--- src/rtl/hsv_color_tracker_if.sv ---
// Pixel stream, runtime thresholds and per-frame results of the HSV colour tracker.
// The tracker is the slave; the upstream converter/ECU side is the master.
interface hsv_color_tracker_if #(
    parameter int IMG_W = 320,
    parameter int IMG_H = 240
);
    localparam int XW = $clog2(IMG_W);
    localparam int YW = $clog2(IMG_H);
    localparam int CW = $clog2(IMG_W * IMG_H + 1);

    logic          frame_start;
    logic          pix_valid;
    logic [9:0]    h_in;
    logic [6:0]    s_in;
    logic [6:0]    v_in;
    logic [9:0]    h_min;
    logic [9:0]    h_max;
    logic [6:0]    s_min;
    logic [6:0]    v_min;
    logic          mask_valid;
    logic          mask_out;
    logic          result_valid;
    logic          obj_found;
    logic [XW-1:0] x_min;
    logic [XW-1:0] x_max;
    logic [YW-1:0] y_min;
    logic [YW-1:0] y_max;
    logic [CW-1:0] pix_count;
    logic          frame_abort;

    modport master (
        output frame_start, pix_valid, h_in, s_in, v_in, h_min, h_max, s_min, v_min,
        input  mask_valid, mask_out, result_valid, obj_found,
               x_min, x_max, y_min, y_max, pix_count, frame_abort
    );

    modport slave (
        input  frame_start, pix_valid, h_in, s_in, v_in, h_min, h_max, s_min, v_min,
        output mask_valid, mask_out, result_valid, obj_found,
               x_min, x_max, y_min, y_max, pix_count, frame_abort
    );
endinterface

--- src/rtl/hsv_color_tracker.sv ---
// Per-pixel HSV threshold mask plus per-frame bounding box / pixel count of matches.
// Frame results are latched in a one-cycle REPORT state after the last pixel.
module hsv_color_tracker #(
    parameter int IMG_W      = 320,
    parameter int IMG_H      = 240,
    parameter int MIN_PIXELS = 64
) (
    input  logic               clk,
    input  logic               reset,
    hsv_color_tracker_if.slave bus
);
    localparam int XW = $clog2(IMG_W);
    localparam int YW = $clog2(IMG_H);
    localparam int CW = $clog2(IMG_W * IMG_H + 1);

    localparam logic [XW-1:0] X_LAST = XW'(IMG_W - 1);
    localparam logic [YW-1:0] Y_LAST = YW'(IMG_H - 1);
    localparam logic [XW-1:0] X_ZERO = {XW{1'b0}};
    localparam logic [YW-1:0] Y_ZERO = {YW{1'b0}};
    localparam logic [CW-1:0] C_ZERO = {CW{1'b0}};
    localparam logic [XW-1:0] X_ONE  = XW'(1);
    localparam logic [YW-1:0] Y_ONE  = YW'(1);
    localparam logic [CW-1:0] C_ONE  = CW'(1);
    localparam logic [CW-1:0] C_MIN  = CW'(MIN_PIXELS);

    typedef enum logic [1:0] {
        IDLE   = 2'd0,
        ACTIVE = 2'd1,
        REPORT = 2'd2
    } state_t;

    state_t        state_r, state_nx_s;
    logic [XW-1:0] x_r, x_nx_s, cur_x_s;
    logic [YW-1:0] y_r, y_nx_s, cur_y_s;
    logic [XW-1:0] xmin_r, xmax_r, xmin_b_s, xmax_b_s, xmin_nx_s, xmax_nx_s;
    logic [YW-1:0] ymin_r, ymax_r, ymin_b_s, ymax_b_s, ymin_nx_s, ymax_nx_s;
    logic [CW-1:0] cnt_r, cnt_b_s, cnt_nx_s;
    logic          hue_ok_s, match_s, accept_s, last_pix_s;

    // frame_start makes a same-cycle pixel pixel (0,0) of the new frame, whatever the state
    assign accept_s = bus.pix_valid && (bus.frame_start || (state_r == ACTIVE));

    // Threshold compare; h_min > h_max denotes a window wrapping through 0 degrees
    always_comb begin
        hue_ok_s = 1'b0;
        if (bus.h_min <= bus.h_max) begin
            hue_ok_s = (bus.h_in >= bus.h_min) && (bus.h_in <= bus.h_max);
        end else begin
            hue_ok_s = (bus.h_in >= bus.h_min) || (bus.h_in <= bus.h_max);
        end
        match_s = hue_ok_s && (bus.s_in >= bus.s_min) && (bus.v_in >= bus.v_min);
    end

    // Coordinate and accumulator next-state, starting from init values on frame_start
    always_comb begin
        if (bus.frame_start) begin
            cur_x_s  = X_ZERO;
            cur_y_s  = Y_ZERO;
            xmin_b_s = X_LAST;
            xmax_b_s = X_ZERO;
            ymin_b_s = Y_LAST;
            ymax_b_s = Y_ZERO;
            cnt_b_s  = C_ZERO;
        end else begin
            cur_x_s  = x_r;
            cur_y_s  = y_r;
            xmin_b_s = xmin_r;
            xmax_b_s = xmax_r;
            ymin_b_s = ymin_r;
            ymax_b_s = ymax_r;
            cnt_b_s  = cnt_r;
        end
        x_nx_s     = cur_x_s;
        y_nx_s     = cur_y_s;
        xmin_nx_s  = xmin_b_s;
        xmax_nx_s  = xmax_b_s;
        ymin_nx_s  = ymin_b_s;
        ymax_nx_s  = ymax_b_s;
        cnt_nx_s   = cnt_b_s;
        last_pix_s = (cur_x_s == X_LAST) && (cur_y_s == Y_LAST);
        if (accept_s) begin
            if (cur_x_s == X_LAST) begin
                x_nx_s = X_ZERO;
                y_nx_s = (cur_y_s == Y_LAST) ? Y_ZERO : (cur_y_s + Y_ONE);
            end else begin
                x_nx_s = cur_x_s + X_ONE;
            end
            if (match_s) begin
                xmin_nx_s = (cur_x_s < xmin_b_s) ? cur_x_s : xmin_b_s;
                xmax_nx_s = (cur_x_s > xmax_b_s) ? cur_x_s : xmax_b_s;
                ymin_nx_s = (cur_y_s < ymin_b_s) ? cur_y_s : ymin_b_s;
                ymax_nx_s = (cur_y_s > ymax_b_s) ? cur_y_s : ymax_b_s;
                cnt_nx_s  = cnt_b_s + C_ONE;
            end else begin
                cnt_nx_s  = cnt_b_s;
            end
        end else begin
            x_nx_s = cur_x_s;
        end
    end

    // Frame FSM next-state
    always_comb begin
        state_nx_s = state_r;
        case (state_r)
            IDLE: begin
                if (bus.frame_start) state_nx_s = ACTIVE;
                else                 state_nx_s = IDLE;
            end
            ACTIVE: begin
                if (bus.frame_start)                 state_nx_s = ACTIVE;
                else if (accept_s && last_pix_s)     state_nx_s = REPORT;
                else                                 state_nx_s = ACTIVE;
            end
            REPORT: begin
                if (bus.frame_start) state_nx_s = ACTIVE;
                else                 state_nx_s = IDLE;
            end
            default: state_nx_s = IDLE;
        endcase
    end

    // State, coordinate and accumulator registers
    always_ff @(posedge clk) begin
        if (reset) begin
            state_r <= IDLE;
            x_r     <= X_ZERO;
            y_r     <= Y_ZERO;
            xmin_r  <= X_LAST;
            xmax_r  <= X_ZERO;
            ymin_r  <= Y_LAST;
            ymax_r  <= Y_ZERO;
            cnt_r   <= C_ZERO;
        end else begin
            state_r <= state_nx_s;
            x_r     <= x_nx_s;
            y_r     <= y_nx_s;
            xmin_r  <= xmin_nx_s;
            xmax_r  <= xmax_nx_s;
            ymin_r  <= ymin_nx_s;
            ymax_r  <= ymax_nx_s;
            cnt_r   <= cnt_nx_s;
        end
    end

    // Registered mask, abort and frame-result outputs; results hold between reports
    always_ff @(posedge clk) begin
        if (reset) begin
            bus.mask_valid   <= 1'b0;
            bus.mask_out     <= 1'b0;
            bus.frame_abort  <= 1'b0;
            bus.result_valid <= 1'b0;
            bus.obj_found    <= 1'b0;
            bus.x_min        <= X_ZERO;
            bus.x_max        <= X_ZERO;
            bus.y_min        <= Y_ZERO;
            bus.y_max        <= Y_ZERO;
            bus.pix_count    <= C_ZERO;
        end else begin
            bus.mask_valid   <= accept_s;
            bus.mask_out     <= accept_s && match_s;
            bus.frame_abort  <= bus.frame_start && (state_r == ACTIVE);
            bus.result_valid <= (state_r == REPORT);
            if (state_r == REPORT) begin
                if (cnt_r == C_ZERO) begin
                    bus.obj_found <= 1'b0;
                    bus.x_min     <= X_ZERO;
                    bus.x_max     <= X_ZERO;
                    bus.y_min     <= Y_ZERO;
                    bus.y_max     <= Y_ZERO;
                    bus.pix_count <= C_ZERO;
                end else begin
                    bus.obj_found <= (cnt_r >= C_MIN);
                    bus.x_min     <= xmin_r;
                    bus.x_max     <= xmax_r;
                    bus.y_min     <= ymin_r;
                    bus.y_max     <= ymax_r;
                    bus.pix_count <= cnt_r;
                end
            end else begin
                bus.obj_found <= bus.obj_found;
            end
        end
    end
endmodule
--- src/flat_wrapper.sv ---
// flat-port wrapper written by rule: the top's interface ports become plain ports
module hsv_color_tracker_flat 
#(
    parameter int IMG_W      = 320,
    parameter int IMG_H      = 240,
    parameter int MIN_PIXELS = 64
)
  (clk, reset, bus_frame_start, bus_pix_valid, bus_h_in, bus_s_in, bus_v_in, bus_h_min, bus_h_max, bus_s_min, bus_v_min, bus_mask_valid, bus_mask_out, bus_result_valid, bus_obj_found, bus_x_min, bus_x_max, bus_y_min, bus_y_max, bus_pix_count, bus_frame_abort);
  hsv_color_tracker_if #(.IMG_W(IMG_W), .IMG_H(IMG_H)) bus_i ();
  input  logic clk;
  input  logic reset;
  input wire logic [$bits(bus_i.frame_start)-1:0] bus_frame_start;
  input wire logic [$bits(bus_i.pix_valid)-1:0] bus_pix_valid;
  input wire logic [$bits(bus_i.h_in)-1:0] bus_h_in;
  input wire logic [$bits(bus_i.s_in)-1:0] bus_s_in;
  input wire logic [$bits(bus_i.v_in)-1:0] bus_v_in;
  input wire logic [$bits(bus_i.h_min)-1:0] bus_h_min;
  input wire logic [$bits(bus_i.h_max)-1:0] bus_h_max;
  input wire logic [$bits(bus_i.s_min)-1:0] bus_s_min;
  input wire logic [$bits(bus_i.v_min)-1:0] bus_v_min;
  output wire logic [$bits(bus_i.mask_valid)-1:0] bus_mask_valid;
  output wire logic [$bits(bus_i.mask_out)-1:0] bus_mask_out;
  output wire logic [$bits(bus_i.result_valid)-1:0] bus_result_valid;
  output wire logic [$bits(bus_i.obj_found)-1:0] bus_obj_found;
  output wire logic [$bits(bus_i.x_min)-1:0] bus_x_min;
  output wire logic [$bits(bus_i.x_max)-1:0] bus_x_max;
  output wire logic [$bits(bus_i.y_min)-1:0] bus_y_min;
  output wire logic [$bits(bus_i.y_max)-1:0] bus_y_max;
  output wire logic [$bits(bus_i.pix_count)-1:0] bus_pix_count;
  output wire logic [$bits(bus_i.frame_abort)-1:0] bus_frame_abort;
  assign bus_i.frame_start = bus_frame_start;
  assign bus_i.pix_valid = bus_pix_valid;
  assign bus_i.h_in = bus_h_in;
  assign bus_i.s_in = bus_s_in;
  assign bus_i.v_in = bus_v_in;
  assign bus_i.h_min = bus_h_min;
  assign bus_i.h_max = bus_h_max;
  assign bus_i.s_min = bus_s_min;
  assign bus_i.v_min = bus_v_min;
  assign bus_mask_valid = bus_i.mask_valid;
  assign bus_mask_out = bus_i.mask_out;
  assign bus_result_valid = bus_i.result_valid;
  assign bus_obj_found = bus_i.obj_found;
  assign bus_x_min = bus_i.x_min;
  assign bus_x_max = bus_i.x_max;
  assign bus_y_min = bus_i.y_min;
  assign bus_y_max = bus_i.y_max;
  assign bus_pix_count = bus_i.pix_count;
  assign bus_frame_abort = bus_i.frame_abort;
  hsv_color_tracker #(.IMG_W(IMG_W), .IMG_H(IMG_H), .MIN_PIXELS(MIN_PIXELS)) u_core (.clk(clk), .reset(reset), .bus(bus_i));
endmodule
--- config.mk ---
export PLATFORM = sky130hd
export DESIGN_NAME = hsv_color_tracker_flat
export DESIGN_NICKNAME = d
export VERILOG_FILES = /design/src/rtl/hsv_color_tracker_if.sv /design/src/rtl/hsv_color_tracker.sv /design/src/flat_wrapper.sv
export SDC_FILE = /design/constraint.sdc
export NUM_CORES = 1
export LEC_CHECK = 0
export BUFFER_PORTS_ARGS = -buffer_cell sky130_fd_sc_hd__buf_2
export CAP_MARGIN = 40
export CORE_UTILIZATION = 50
export CTS_CLUSTER_DIAMETER = 150
export DETAILED_ROUTE_END_ITERATION = 16
export GPL_TIMING_DRIVEN = 0
export PLACE_DENSITY = 0.69
export SLEW_MARGIN = 0
export SYNTH_ARGS = -nofsm -noshare
export SYNTH_HDL_FRONTEND = slang
export SYNTH_SLANG_ARGS = --single-unit
export TNS_END_PERCENT = 30
--- constraint.sdc ---
create_clock -name clk -period 7.3 [get_ports clk]
set_input_delay 1.095 -clock clk [delete_from_list [all_inputs] [get_ports clk]]
set_output_delay 1.095 -clock clk [all_outputs]
set_load 0.005 [all_outputs]
==> Yosys cells after proc, flatten, opt, wreduce, memory -nomap -nowiden <==
Index checks and enable logic that the tools add are counted.
{ "word_totals": {"in_bits": 62, "regBits": 126} }
{ "classes": {"reduce_logical": 13, "muxes": 37, "n_lt_le_gt_ge": 10, "n_addsub": 3, "eq_ne": 4} }
{ "ops": {"columns": ["op", "count"], "rows": [
  ["$mux 9", 13],
  ["$mux 8", 14],
  ["$mux 17", 4],
  ["$le 10x10->1", 2],
  ["$add 17x1->17 const B", 1],
  ["$ge 17x7->1 const B", 1],
  ["$logic_not 17->1", 1],
  ["$ge 7x7->1", 2],
  ["$ge 10x10->1", 1],
  ["$add 9x1->9 const B", 1],
  ["$eq 9x9->1 const B", 1],
  ["$gt 9x9->1", 1],
  ["$lt 9x9->1", 1],
  ["$add 8x1->8 const B", 1],
  ["$eq 8x8->1 const B", 1],
  ["$gt 8x8->1", 1],
  ["$logic_and 1x1->1", 8],
  ["$lt 8x8->1", 1],
  ["$mux 2", 2],
  ["$pmux 2 s2", 1],
  ["$mux 1", 3],
  ["$eq 2x1->1 const B", 1],
  ["$eq 2x2->1 const B", 1],
  ["$logic_not 2->1", 1],
  ["other kinds (2)", 3]
]} }

==> Longest topological paths before layout <==
{ "depth": {"depth_word": 7, "depth_mapped": 15} }

==> Worst setup path before layout <==
No wires, ideal clock.
{ "synth_path": {"path_type": "input port to flip-flop", "from": "in bus_frame_start", "to": "reg u_core.xmin_r[6]", "path_stages": 13, "path_slack_ns": 3.548, "setup_ns": 0.072, "required_time_ns": 7.228, "path_buffers": 5, "t_arrival_ns": 3.680, "path_cell_list": "buf_6 clkbuf_1 clkbuf_1 clkbuf_1 nor2_1 ha_1 a31o_2 a21oi_1 o21bai_1 a2111oi_0 o31a_1 buf_4 mux2i_1"} }
{ "synth_via": {"elab_chain_len": 5} }
{ "synth_rtl": {"columns": ["item", "line", "rtl"], "rows": [
  ["from (decl)", "flat_wrapper.sv:12", "input wire logic [$bits(bus_i.frame_start)-1:0] bus_frame_start;"],
  ["$mux 9", "hsv_color_tracker.sv:56", "if (bus.frame_start) begin"],
  ["$lt 9x9->1", "hsv_color_tracker.sv:89", "xmin_nx_s = (cur_x_s < xmin_b_s) ? cur_x_s : xmin_b_s;"],
  ["$mux 9", "hsv_color_tracker.sv:89", null],
  ["$mux 9", "hsv_color_tracker.sv:88", "if (match_s) begin"],
  ["$mux 9 *", "hsv_color_tracker.sv:81", "if (accept_s) begin"],
  ["to (signal assigned)", "hsv_color_tracker.sv:138", "xmin_r <= xmin_nx_s;"],
  ["to (decl)", "hsv_color_tracker.sv:35", "logic [XW-1:0] xmin_r, xmax_r, xmin_b_s, xmax_b_s, xmin_nx_s, xmax_nx_s;"]
]} }
Mark *: on every way between the ends. The rest lies on a longest branch, timed or not.
A chain may end at the register's enable or synchronous reset.

==> Final worst setup path <==
{ "layout_path": {"from": "in bus_frame_start", "to": "reg u_core.xmin_r[4]"} }
The elaborated chain is that of the path after synthesis.

==> metrics.md <==
| Metric | Value |
|---|---|
| Yosys top cell area share | between 30% and 40% |
| Crit-path slowest cell | clkbuf_1 |
| Clk slew on worst S/H paths | around 50 ps |
| Clock group share of total power | a little over half |
| Tot GR Track Use | 25.5% |
| Initial Util | 51.9% |
| WP data arrival | 4650 ps |
| Cell-internal power | 1.38 mW |
| Drt drc | 0 |
| Height of the die | 120 um |
| Largest net degree at the start of global routing | 17 |
| Post-CTS sizing | 0 |
| Worst Tran Pin Value | approximately 760 ps |
| # Post-CTS Setup Buffers | 0 |
| First-pass GRT wire length | around 29 mm |
| Hold/Removal Path Class | flop to flop |
| Startpoint types | input port |
| Global placer's final weighted congestion | 0.884 |
| Worst hold slack | about 450 ps |
| DRT Wirelength | 17.4 mm |
| Simple-gate portion of the synthesized area | 23.2% |
| Clk Latency, worst-skew pair | 420 ps |
| Final setup vio count | 0 |
| Most used DFF post-synth | dfxtp_1 |
| R2R depth | 9 |
| First-pass DRT Iterations | 5 |
| WP data required | roughly 7600 ps |
| Max FO, Critical Path | 10 |
| Switching power | 388 uW |
| Post-synthesis mux area share | under 10% |
| Post-synthesis cell type with the largest combined area | dfxtp_1 |
| Root buf cell | clkbuf_16 |
| Synth unique cells | 53 |
| Register area | 2520 um2 |
| Synth Net Count | approximately 970 |
| Crit path cell chain | buf_2, buf_6, clkbuf_1, clkbuf_1, clkbuf_1, nor2_1, ha_1, a31o_2, a21oi_1, o21bai_1, a2111oi_0, o31a_1, buf_4, mux2i_1 |
| Gr ovfl total | 0 |
| Largest family of logic cells by synthesized area | simple AND/OR/NAND/NOR gates |
| Post-synthesis async set-or-reset flop share | 0% |
| CTS Hold Bufs | 0 |
| Cells after Synth | 830 |
| Crit path top cell by count | clkbuf_1 |
| CTS tree | yes |
| Detailed Place HPWL | around 13 mm |
| Switching part of the total | between 20% and 30% |
| Reg-to-Reg Start | u_core.x_r[1] |
| Vias in the first global route | 5,956 |
| R2R Setup Slk | roughly 4600 ps |
| Synth Register Bits | 126 |
| Max_cap viols | 0 |
| RR Endpoint | u_core.y_r[7] |
| DR WL/cell | between 15 and 20 um |
| CTS HTree Levels | 4 |
| Multi-input logic area | between 4000 and 5000 um2 |
| Area grow syn2layout | 21.4% |
| Commonest cells in the netlist | dfxtp_1, nor2_1, nand2_1, ha_1, inv_1 |
| Row count | 42 |
| Warnings, synthesis | 0 |
| Run status | finished clean |
| VDD IR max | 154 uV |
| Synth Area in Adders | roughly 14% |
| Die Wd | 120 um |
| Achievable Freq | approximately 230 MHz |
| Antenna Diode Count | 0 |
| Crit end category | flop |
| Crit path kind | input port to flop |
| Layout cells sized above 1 | 17.0% |
| Crit path launch | bus_frame_start |
| Fin crit period | about 4300 ps |
| Post-synthesis xor/xnor area fraction | between 2 and 3% |
| Number of flops mapped to enable cells by yosys | 0 |
| Count leader, synth | dfxtp_1 |
| Ports | about 120 |
| Part of the power in registers | between 30% and 40% |
| Via density | roughly 5.4 |
| Post-synthesis compound-gate area fraction | between 10% and 20% |
| Via total after detailed routing | about 6,200 |
| Syn Area/Cell | roughly 8.3 um2 |
| Pins Over Slew Limit | 0 |
| Detailed Route Iter0 Violations | about 320 |
| Total Die Area | 14,300 um2 |
| Setup TNS | 0 ps |
| Placement Cell Area | just under 8000 um2 |
| Initial antenna violation count | 0 |
| RSZ-0062 raised after global routing | no |
| Final hold violation count | 0 |
| Core Region | between 10,000 and 15,000 um2 |
| Logic pwr share | ~7% |
| Synth area leaders | dfxtp_1, ha_1, nor2_1 |
| CTS Buffer Depth | 2 |
| Clk_skew | ~7.0 ps |
| Register area share after synthesis | a little over a third |
| Fillers | ~1,300 |
| HP Start | u_core.bus.pix_count[15] |
| Leakage Power | roughly 3.7 nW |
| Mapped Area | roughly 6900 um2 |
| Pwr per Cell Area | about 210 nW/um2 |
| Num CTS Buffers | 17 |
| Fin area | roughly 8400 um2 |
| Worst Hold Depth | 2 |
| Tcrit/Tclk final | ~60% |
| IO buf count | around 120 |
| Final nets | roughly 1,100 |
| Routed Antenna Nets | 0 |
| Rel. slew slack | between 40% and 50% |
| Worst hold path endpoint | u_core.bus.pix_count[15] |
| # clock sinks | between 100 and 150 |
| Peak per-stage delay on the critical path | between 500 and 600 ps |
## layout make-up
class	count	area share (%)
Clock inverter	10	2.17
Sequential cell	126	30.0
Clock buffer	22	5.76
Tap cell	176	2.62
Timing Repair Buffer	118	7.06
Multi-Input combinational cell	613	47.9
Buffer	48	2.55
Inverter	43	1.92
## cells in the final DEF, fill, tap and decap left out, types with 5 or more instances in the layout
cell / n
a211oi_1: 5
a21o_1: 7
a21oi_1: 38
a22oi_1: 41
a31oi_1: 6
and3_1: 7
buf_2: 120
bufinv_16: 5
clkbuf_1: 40
clkbuf_16: 17
dfxtp_1: 126
ha_1: 79
inv_1: 43
mux2i_1: 33
nand2_1: 100
nand2b_1: 8
nand3_1: 16
nand4_1: 11
nor2_1: 118
nor2b_1: 31
nor3_1: 21
nor3b_1: 5
nor4_1: 8
o21ai_0: 17
xnor2_1: 14
xor2_1: 6
## power by group through the flow
stage | sequential (mW) | combinational, mW | clock, mW
2_1_floorplan | 0.708 | 0.0766 | 0
3_3_place_gp | 0.708 | 0.122 | 0
3_5_place_dp | 0.708 | 0.124 | 0
4_1_cts | 0.693 | 0.125 | 0.956
5_1_grt | 0.694 | 0.141 | 0.991
6_report | 0.693 | 0.124 | 0.950
## kinds of logic after synthesis
family                     Yosys count
DFF                                126
adders and majority gates           80
AOI/OAI and AO/OA                  139
xor gates and xnor gates            20
muxes                               33
buffers and inverters               91
and+or+nand+nor                    341
## metrics by stage
step | setup slack (ps) | utilization (%) | power, mW | cells
floorplan | 3550 | - | 0.784 | 830
global placement | 2640 | 57.9 | 0.830 | 1123
detailed placement | 2650 | 58.0 | 0.832 | 1124
CTS | 3030 | 63.0 | 1.77 | 1156
global route | 2820 | 63.0 | 1.83 | 1156
finish | 2990 | 63.0 | 1.77 | 1156
## routing by layer
metal / global-route usage [%] / vias up / part of all wire, %
met5: 0 / - / 0
met2: 42.9 / 150 / 47
met4: 9.53 / 0 / 2.1
met3: 5.56 / 27 / 4.3
li1: - / 3153 / -
met1: 31.9 / 2899 / 47
## registers in the layout (all words and copies together) (netlist names), 8 cells and up
name and flops:
u_core.ymax_r 8, u_core.xmax_r 9, u_core.cnt_r 17, u_core.y_r 8
u_core.bus.pix_count 17, u_core.bus.y_max 8, u_core.bus.x_min 9, u_core.bus.x_max 9
u_core.x_r 9, u_core.ymin_r 8, u_core.bus.y_min 8, u_core.xmin_r 9
## worst max-delay path: cells and delay by family
kind / cells / cell delay (ps)
simple gates: 1 / 100
buf+inv: 6 / 1880
compound gates: 5 / 1050
fa+ha+maj: 1 / 290
mux: 1 / 210
## worst max path at each step
stage / end / slack [ps] / depth (start not counted)
after floorplan: u_core.xmin_r[6] / 3550 / 13
after global placement: u_core.xmin_r[4] / 2640 / 14
after detailed placement: u_core.xmin_r[4] / 2650 / 14
after CTS: u_core.xmin_r[4] / 3030 / 14
after global routing: u_core.xmin_r[4] / 2820 / 14
final: u_core.xmin_r[4] / 2990 / 14
No activity file was read; power rests on OpenSTA's default activity.
